**src/rtl/acc_cpu_core.sv**
```systemverilog
// acc_cpu_core: parametrised accumulator CPU that fetches instruction and
// operand words through a start/busy memory port.
// Optional build macro: CPU_FREE_RUN_EN (run input starts instructions
// back-to-back from IDLE). Without it only step starts an instruction.
// Debug outputs dbg_state/dbg_pc/dbg_acc expose the FSM state and registers.
// Memory handshake: mem_rd/mem_wr are single-cycle start pulses issued only in
// the *_REQ states; the controller raises mem_busy the following cycle, and
// read data / write completion are taken on the first WAIT cycle with
// mem_busy low.
module acc_cpu_core #(
    parameter int DATA_W = 16,
    parameter int ADDR_W = 16,
    parameter int OUT_W  = 8
) (
    input  logic              clk,
    input  logic              rst,
    input  logic              step,
    input  logic              run,
    output logic              busy,
    output logic              halt,
    output logic              trap,
    output logic              zero,
    output logic [OUT_W-1:0]  data_out,
    output logic [ADDR_W-1:0] mem_addr,
    output logic [DATA_W-1:0] mem_wdata,
    output logic              mem_rd,
    output logic              mem_wr,
    input  logic [DATA_W-1:0] mem_rdata,
    input  logic              mem_busy,
    output logic [3:0]        dbg_state,
    output logic [ADDR_W-1:0] dbg_pc,
    output logic [DATA_W-1:0] dbg_acc
);

    typedef enum logic [3:0] {
        ST_IDLE       = 4'd0,
        ST_FETCH_REQ  = 4'd1,
        ST_FETCH_WAIT = 4'd2,
        ST_EXEC       = 4'd3,
        ST_OPER_REQ   = 4'd4,
        ST_OPER_WAIT  = 4'd5,
        ST_DATA_REQ   = 4'd6,
        ST_DATA_WAIT  = 4'd7,
        ST_STORE_REQ  = 4'd8,
        ST_STORE_WAIT = 4'd9,
        ST_HALT       = 4'd10,
        ST_TRAP       = 4'd11
    } state_t;

    localparam logic [3:0] OP_NOP   = 4'h0;
    localparam logic [3:0] OP_LOAD  = 4'h1;
    localparam logic [3:0] OP_ADD   = 4'h2;
    localparam logic [3:0] OP_SUB   = 4'h3;
    localparam logic [3:0] OP_AND   = 4'h4;
    localparam logic [3:0] OP_STORE = 4'h5;
    localparam logic [3:0] OP_JMP   = 4'h6;
    localparam logic [3:0] OP_JZ    = 4'h7;
    localparam logic [3:0] OP_OUT   = 4'h8;
    localparam logic [3:0] OP_HALT  = 4'hF;

    state_t              state_q;
    logic [ADDR_W-1:0]   pc_q;
    logic [DATA_W-1:0]   acc_q;
    logic [DATA_W-1:0]   inst_q;
    logic [OUT_W-1:0]    data_out_q;
    logic                zero_q;
    logic [ADDR_W-1:0]   mem_addr_q;
    logic [DATA_W-1:0]   mem_wdata_q;
    logic                mem_rd_q;
    logic                mem_wr_q;

    logic [3:0]          op;
    logic                m_ram;
    logic [DATA_W-1:0]   alu_d;
    logic [ADDR_W-1:0]   x_addr;
    logic                start;
    logic                unused_ok;

    assign op     = inst_q[DATA_W-1 -: 4];
    assign m_ram  = inst_q[DATA_W-5];
    assign x_addr = ADDR_W'(mem_rdata);

`ifdef CPU_FREE_RUN_EN
    assign start     = step | run;
    assign unused_ok = ^inst_q[DATA_W-6:0];
`else
    assign start     = step;
    assign unused_ok = ^{inst_q[DATA_W-6:0], run};
`endif

    // ALU result with V taken from the current read data (immediate or RAM word)
    always_comb begin
        alu_d = acc_q;
        case (op)
            OP_LOAD: alu_d = mem_rdata;
            OP_ADD:  alu_d = acc_q + mem_rdata;
            OP_SUB:  alu_d = acc_q - mem_rdata;
            OP_AND:  alu_d = acc_q & mem_rdata;
            default: alu_d = acc_q;
        endcase
    end

    // Instruction sequencer: fetch, decode, operand/data/store phases
    always_ff @(posedge clk) begin
        if (rst) begin
            state_q     <= ST_IDLE;
            pc_q        <= '0;
            acc_q       <= '0;
            inst_q      <= '0;
            data_out_q  <= '0;
            zero_q      <= 1'b1;
            mem_addr_q  <= '0;
            mem_wdata_q <= '0;
            mem_rd_q    <= 1'b0;
            mem_wr_q    <= 1'b0;
        end else begin
            mem_rd_q <= 1'b0;
            mem_wr_q <= 1'b0;
            case (state_q)
                ST_IDLE: begin
                    if (start) begin
                        mem_addr_q <= pc_q;
                        mem_rd_q   <= 1'b1;
                        state_q    <= ST_FETCH_REQ;
                    end
                end
                ST_FETCH_REQ: state_q <= ST_FETCH_WAIT;
                ST_FETCH_WAIT: begin
                    if (!mem_busy) begin
                        inst_q  <= mem_rdata;
                        state_q <= ST_EXEC;
                    end
                end
                ST_EXEC: begin
                    case (op)
                        OP_NOP: begin
                            pc_q    <= pc_q + ADDR_W'(1);
                            state_q <= ST_IDLE;
                        end
                        OP_OUT: begin
                            data_out_q <= acc_q[OUT_W-1:0];
                            pc_q       <= pc_q + ADDR_W'(1);
                            state_q    <= ST_IDLE;
                        end
                        OP_HALT: state_q <= ST_HALT;
                        OP_LOAD, OP_ADD, OP_SUB, OP_AND, OP_STORE, OP_JMP, OP_JZ: begin
                            mem_addr_q <= pc_q + ADDR_W'(1);
                            mem_rd_q   <= 1'b1;
                            state_q    <= ST_OPER_REQ;
                        end
                        default: state_q <= ST_TRAP;
                    endcase
                end
                ST_OPER_REQ: state_q <= ST_OPER_WAIT;
                ST_OPER_WAIT: begin
                    if (!mem_busy) begin
                        case (op)
                            OP_JMP: begin
                                pc_q    <= x_addr;
                                state_q <= ST_IDLE;
                            end
                            OP_JZ: begin
                                pc_q    <= zero_q ? x_addr : pc_q + ADDR_W'(2);
                                state_q <= ST_IDLE;
                            end
                            OP_STORE: begin
                                mem_addr_q  <= x_addr;
                                mem_wdata_q <= acc_q;
                                mem_wr_q    <= 1'b1;
                                state_q     <= ST_STORE_REQ;
                            end
                            default: begin
                                if (m_ram) begin
                                    mem_addr_q <= x_addr;
                                    mem_rd_q   <= 1'b1;
                                    state_q    <= ST_DATA_REQ;
                                end else begin
                                    acc_q   <= alu_d;
                                    zero_q  <= (alu_d == '0);
                                    pc_q    <= pc_q + ADDR_W'(2);
                                    state_q <= ST_IDLE;
                                end
                            end
                        endcase
                    end
                end
                ST_DATA_REQ: state_q <= ST_DATA_WAIT;
                ST_DATA_WAIT: begin
                    if (!mem_busy) begin
                        acc_q   <= alu_d;
                        zero_q  <= (alu_d == '0);
                        pc_q    <= pc_q + ADDR_W'(2);
                        state_q <= ST_IDLE;
                    end
                end
                ST_STORE_REQ: state_q <= ST_STORE_WAIT;
                ST_STORE_WAIT: begin
                    if (!mem_busy) begin
                        pc_q    <= pc_q + ADDR_W'(2);
                        state_q <= ST_IDLE;
                    end
                end
                ST_HALT: state_q <= ST_HALT;
                ST_TRAP: state_q <= ST_TRAP;
                default: state_q <= ST_IDLE;
            endcase
        end
    end

    assign busy      = (state_q != ST_IDLE) && (state_q != ST_HALT) && (state_q != ST_TRAP);
    assign halt      = (state_q == ST_HALT);
    assign trap      = (state_q == ST_TRAP);
    assign zero      = zero_q;
    assign data_out  = data_out_q;
    assign mem_addr  = mem_addr_q;
    assign mem_wdata = mem_wdata_q;
    assign mem_rd    = mem_rd_q;
    assign mem_wr    = mem_wr_q;
    assign dbg_state = state_q;
    assign dbg_pc    = pc_q;
    assign dbg_acc   = acc_q;

endmodule

```
**config.mk**
```make
export PLATFORM = sky130hd
export DESIGN_NAME = acc_cpu_core
export DESIGN_NICKNAME = d
export VERILOG_FILES = /design/src/rtl/acc_cpu_core.sv
export SDC_FILE = /design/constraint.sdc
export NUM_CORES = 1
export LEC_CHECK = 0
export CAP_MARGIN = 15
export CORE_ASPECT_RATIO = 0.9
export CORE_MARGIN = 5
export CORE_UTILIZATION = 55
export CTS_CLUSTER_SIZE = 12
export DETAILED_ROUTE_END_ITERATION = 12
export HOLD_SLACK_MARGIN = 0.12
export PLACE_DENSITY = 0.87
export REMOVE_ABC_BUFFERS = 1
export SLEW_MARGIN = 20
export SYNTH_ARGS = -nofsm -noshare
export SYNTH_HDL_FRONTEND = slang
export SYNTH_SLANG_ARGS = --single-unit
```
**constraint.sdc**
```tcl
create_clock -name clk -period 4.4 [get_ports clk]
set_clock_uncertainty 0.2 [all_clocks]
set_input_delay 0.88 -clock clk [delete_from_list [all_inputs] [get_ports clk]]
set_output_delay 0.88 -clock clk [all_outputs]
set_load 0.005 [all_outputs]
```
==> run summary, run 1 <==
After technology mapping, the gate count stands at 859. The aggregate global routing overflow is 0. Once detailed placement completed, the half-perimeter wirelength came to 14900 µm. Compared with the post-synthesis result, the final layout area differs by 31.9%. On the critical path, the stage with the largest delay is an instance of sky130_fd_sc_hd__or4_1.

The async set-reset flop share out of synthesis is 0%. The final instance count without filler cells is 1149. The top cell type's share of synthesized area is 27.0%. The data arrival at the endpoint of the critical path is 4350 ps. The worst register-to-register path has a depth of 14. The worst hold path begins at mem_wdata[7]$_SDFFE_PP0P_. The most frequent standard cell in the layout excluding fill and tap cells is sky130_fd_sc_hd__nor2_1. The count of state elements after synthesis came out at 84.

The relative slew slack is 30.7%. The count of buffer and inverter cells on the critical path is 3. The clock edge transition at the registers on the reported setup and hold paths came out at 70 ps. The period utilization came out at 96.8%. The worst setup path is captured at a flip-flop.

On the critical path the largest part of the delay comes from simple AND/OR/NAND/NOR gates. The count of buffers added on input and output ports is 101. The initial antenna violation count is 0. The signal on the critical path passes through clkdlybuf4s50_1 -> inv_1 -> ha_1 -> nand2_1 -> o21ai_0 -> inv_1 -> ha_1 -> and2b_2 -> o31a_2 -> o21ai_2 -> a211oi_1 -> or3_1 -> or4_1 -> nor4_1 -> a211o_1. The detailed-route wire length per cell came out at 18.5 µm.

The upper clock frequency limit is 0.235 GHz. The cell area reported after detailed placement came out at 7800 µm². Entering global routing, the biggest net connects 35 pins. The count of flip-flops with a built-in enable after synthesis came out at 0.

Setup repair after global routing left no endpoint under its margin. The highest fanout seen on the critical path came out at 3. For this run, the register share of the synthesized area comes to 27.0%. The final core area utilization came out at 74.9%. The count of routing violations after the opening detailed-route iteration is 1052.

The reg-to-reg endpoint is zero$_SDFFE_PP1P_. The final RePlAce weighted congestion came out at 0.988. By area the synthesized netlist is led by sky130_fd_sc_hd__dfxtp_1, sky130_fd_sc_hd__nor2_1, sky130_fd_sc_hd__o21ai_0.

In this run the remaining antenna-violating nets after routing total 0. The standby leakage power is 3.13 nW. The worst ir drop on vdd came out at 0.228 mV. At the placement stage, the worst setup path has a slack of -182 ps.

The critical path's largest stage delay came out at 570 ps. For hold timing, the worst endpoint is mem_wdata[7]$_SDFFE_PP0P_. The maximum root-to-sink buffer count is 2. The number of global-route vias before repair came out at 6695.

For this design the ratio of total power to cell area is 266 nW/µm². Once the floorplan was initialized, standard cells occupied 56.8% of the core. The number of buffers created by CTS came out at 9.

The final count of hold timing violations came out at 0. Counting the fill cells in the layout gives 868. In this run the worst hold path is classified as flip-flop to flip-flop. The count of final setup violators came out at 0.

The number of clock sinks seen by CTS came out at 84. The reg-to-reg startpoint is inst_q[13]$_SDFFE_PP0P_. The total count of max-transition violations in the final report is 0.

The setup total negative slack is 0 ps. The flow ran to the end, and the final reports show no timing, DRC or antenna violations. Measured along the x axis, the die boundary spans 122 µm. The number of placed instances, taps included, is 1133. The summed instance area of the synthesized netlist came out at 6220 µm².

The clock tree synthesis step divided the H-tree into 3 levels. The total vias in the final route came out at 7415. The repair_antennas step left the layout with diodes totalling 0.

TritonCTS built the clock tree. By startpoint and endpoint, the worst setup path is classified as primary input to flip-flop. For the worst-skew pair, the clock arrives at the later sink with an insertion delay of 350 ps. The detail-routed via count per cell is 6.45.

Counting instances, the worst hold path has a depth of 2. The finished layout cell area is 8200 µm². The number of nets in the finished design came out at 1033. The slack of the worst reg-to-reg path is 600 ps.

The distinct cell type count after synthesis came out at 73. STA classifies the critical path startpoint as a primary input. The primary flip-flop cell chosen by synthesis mapping is sky130_fd_sc_hd__dfxtp_1. The first-pass GRT wire length is 34200 µm. The die footprint came out at 13500 µm². The floorplan has 36 rows. The number of violations of the max-capacitance limit came out at 0. The mean instance size in the synthesized netlist is 7.24 µm². Summed over all layers, the routed wires come to 21300 µm.

Global routing used 30.7% of the available tracks across all layers. The clock period minus final worst setup slack is 4260 ps. Measured along the y axis, the die boundary spans 111 µm.

The region available for standard cell placement spans 10900 µm². The buffer cell driving the clock tree root is sky130_fd_sc_hd__clkbuf_16. The Yosys step of the flow raised 0 warnings. The first-pass iteration count of the detailed router is 7. Summed over all instances, the cell type with the most area after synthesis is sky130_fd_sc_hd__dfxtp_1. The share of post-route cells with drive strength above 1 is 13.4%. In the layout the commonest cells are sky130_fd_sc_hd__nor2_1, sky130_fd_sc_hd__clkdlybuf4s50_1, sky130_fd_sc_hd__buf_4, sky130_fd_sc_hd__dfxtp_1, sky130_fd_sc_hd__nand2_1.

For this run, design rule violations remaining after detail routing come to 0. After layout, the worst setup slack is 143 ps. The transition at the pin with the smallest max-transition slack is 1040 ps. The number of I/O pins came out at 103. The critical path data required time came out at 4500 ps.
worst max-delay path by stage:
stage	start	end	slack (ps)	depth (start not counted)
3_3_place_gp	mem_rdata[0]	zero$_SDFFE_PP1P_	-200	16
5_1_grt	mem_rdata[1]	zero$_SDFFE_PP1P_	10	16
6_report	mem_rdata[0]	zero$_SDFFE_PP1P_	140	15
3_5_place_dp	mem_rdata[0]	zero$_SDFFE_PP1P_	-180	16
2_1_floorplan	inst_q[13]$_SDFFE_PP0P_	zero$_SDFFE_PP1P_	-140	14
4_1_cts	mem_rdata[0]	zero$_SDFFE_PP1P_	100	16
cells by family (layout without fill, tap and decap cells):
logic type               after synthesis  after routing  synth area share [%]
flip-flops                            84             84                  27.0
AND/OR/NAND/NOR                      332            332                  25.4
AO/OA/AOI/OAI                        294            294                  31.4
XOR/XNOR                              29             29                  4.08
multiplexers                          14             14                  2.25
adder cells (fa/ha/maj)               20             20                  4.14
buffers and inverters                 86            224                  5.67
final cells by class:
class	instances	area, µm²	area share (%)
Clock buffer	10	239	2.91
Multi-Input combinational cell	689	4260	51.9
Inverter	20	75.1	0.915
Sequential cell	84	1680	20.5
Tap cell	152	190	2.32
Timing Repair Buffer	188	1660	20.3
Clock inverter	6	95.1	1.16
tightest hold or removal path: cells and delay by family (launching register included):
kind,cells,cell delay (ps)
flops,1,310
simple gates,1,50
compound gates,1,50
synthesized netlist by cell type, drive strengths merged, types with 13 or more instances:
| cell type | n |
|---|---|
| and3 | 14 |
| nor3 | 30 |
| clkbuf | 53 |
| nor2 | 120 |
| xnor2 | 16 |
| ha | 19 |
| a21oi | 63 |
| nor3b | 15 |
| buf | 13 |
| a211oi | 29 |
| o21a | 13 |
| nand2 | 82 |
| xor2 | 13 |
| o21ai | 79 |
| mux2i | 14 |
| inv | 19 |
| a22oi | 14 |
| dfxtp | 84 |
routing by layer:
metal / track usage (%) / vias to the layer above / share of wire (%) / wire length, µm
met1: 42.5 / 3414 / 42 / 8850
met2: 47.0 / 497 / 44 / 9380
met5: 0 / - / 0 / 0
met3: 7.14 / 73 / 11 / 2380
met4: 10.1 / 0 / 3.2 / 679
li1: - / 3431 / - / -
flip-flops by register name (all words and copies together) (netlist names):
name       count
inst_q         5
dbg_acc       16
mem_wdata     16
mem_wr         1
data_out       8
zero           1
mem_rd         1
mem_addr      16
dbg_pc        16
dbg_state      4
per-stage QoR:
step	hold WS, ps	total power [mW]
6_report	253	2.18
5_1_grt	278	2.27
4_1_cts	255	2.17
3_5_place_dp	246	1.32
3_3_place_gp	241	1.31
2_1_floorplan	247	1.08
report_power, final:
| part | total, mW | switching (mW) | internal (mW) |
|---|---|---|---|
| logic | 0.492 | 0.267 | 0.225 |
| clock network | 0.858 | 0.339 | 0.519 |
| registers | 0.831 | 0.0338 | 0.798 |
| total | 2.18 | 0.639 | 1.54 |
what timing repair did:
| action | CTS | global route |
|---|---|---|
| setup buffers | 0 | 0 |
| hold buffers | 0 | 0 |
| setup endpoints to repair | 0 | 3 |
| resized for setup | 0 | 14 |
(Power assumes the default switching activity.)
==> run 2: changes to the inputs <==
--- a/config.mk
+++ b/config.mk
@@ -11,6 +11,7 @@
 export CORE_UTILIZATION = 55
 export CTS_CLUSTER_SIZE = 12
 export DETAILED_ROUTE_END_ITERATION = 12
+export GPL_ROUTABILITY_DRIVEN = 1
 export HOLD_SLACK_MARGIN = 0.12
 export PLACE_DENSITY = 0.87
 export REMOVE_ABC_BUFFERS = 1
==> results of run 2 <==
No change in the layout: final DEF, timing and power equal those of run 1.
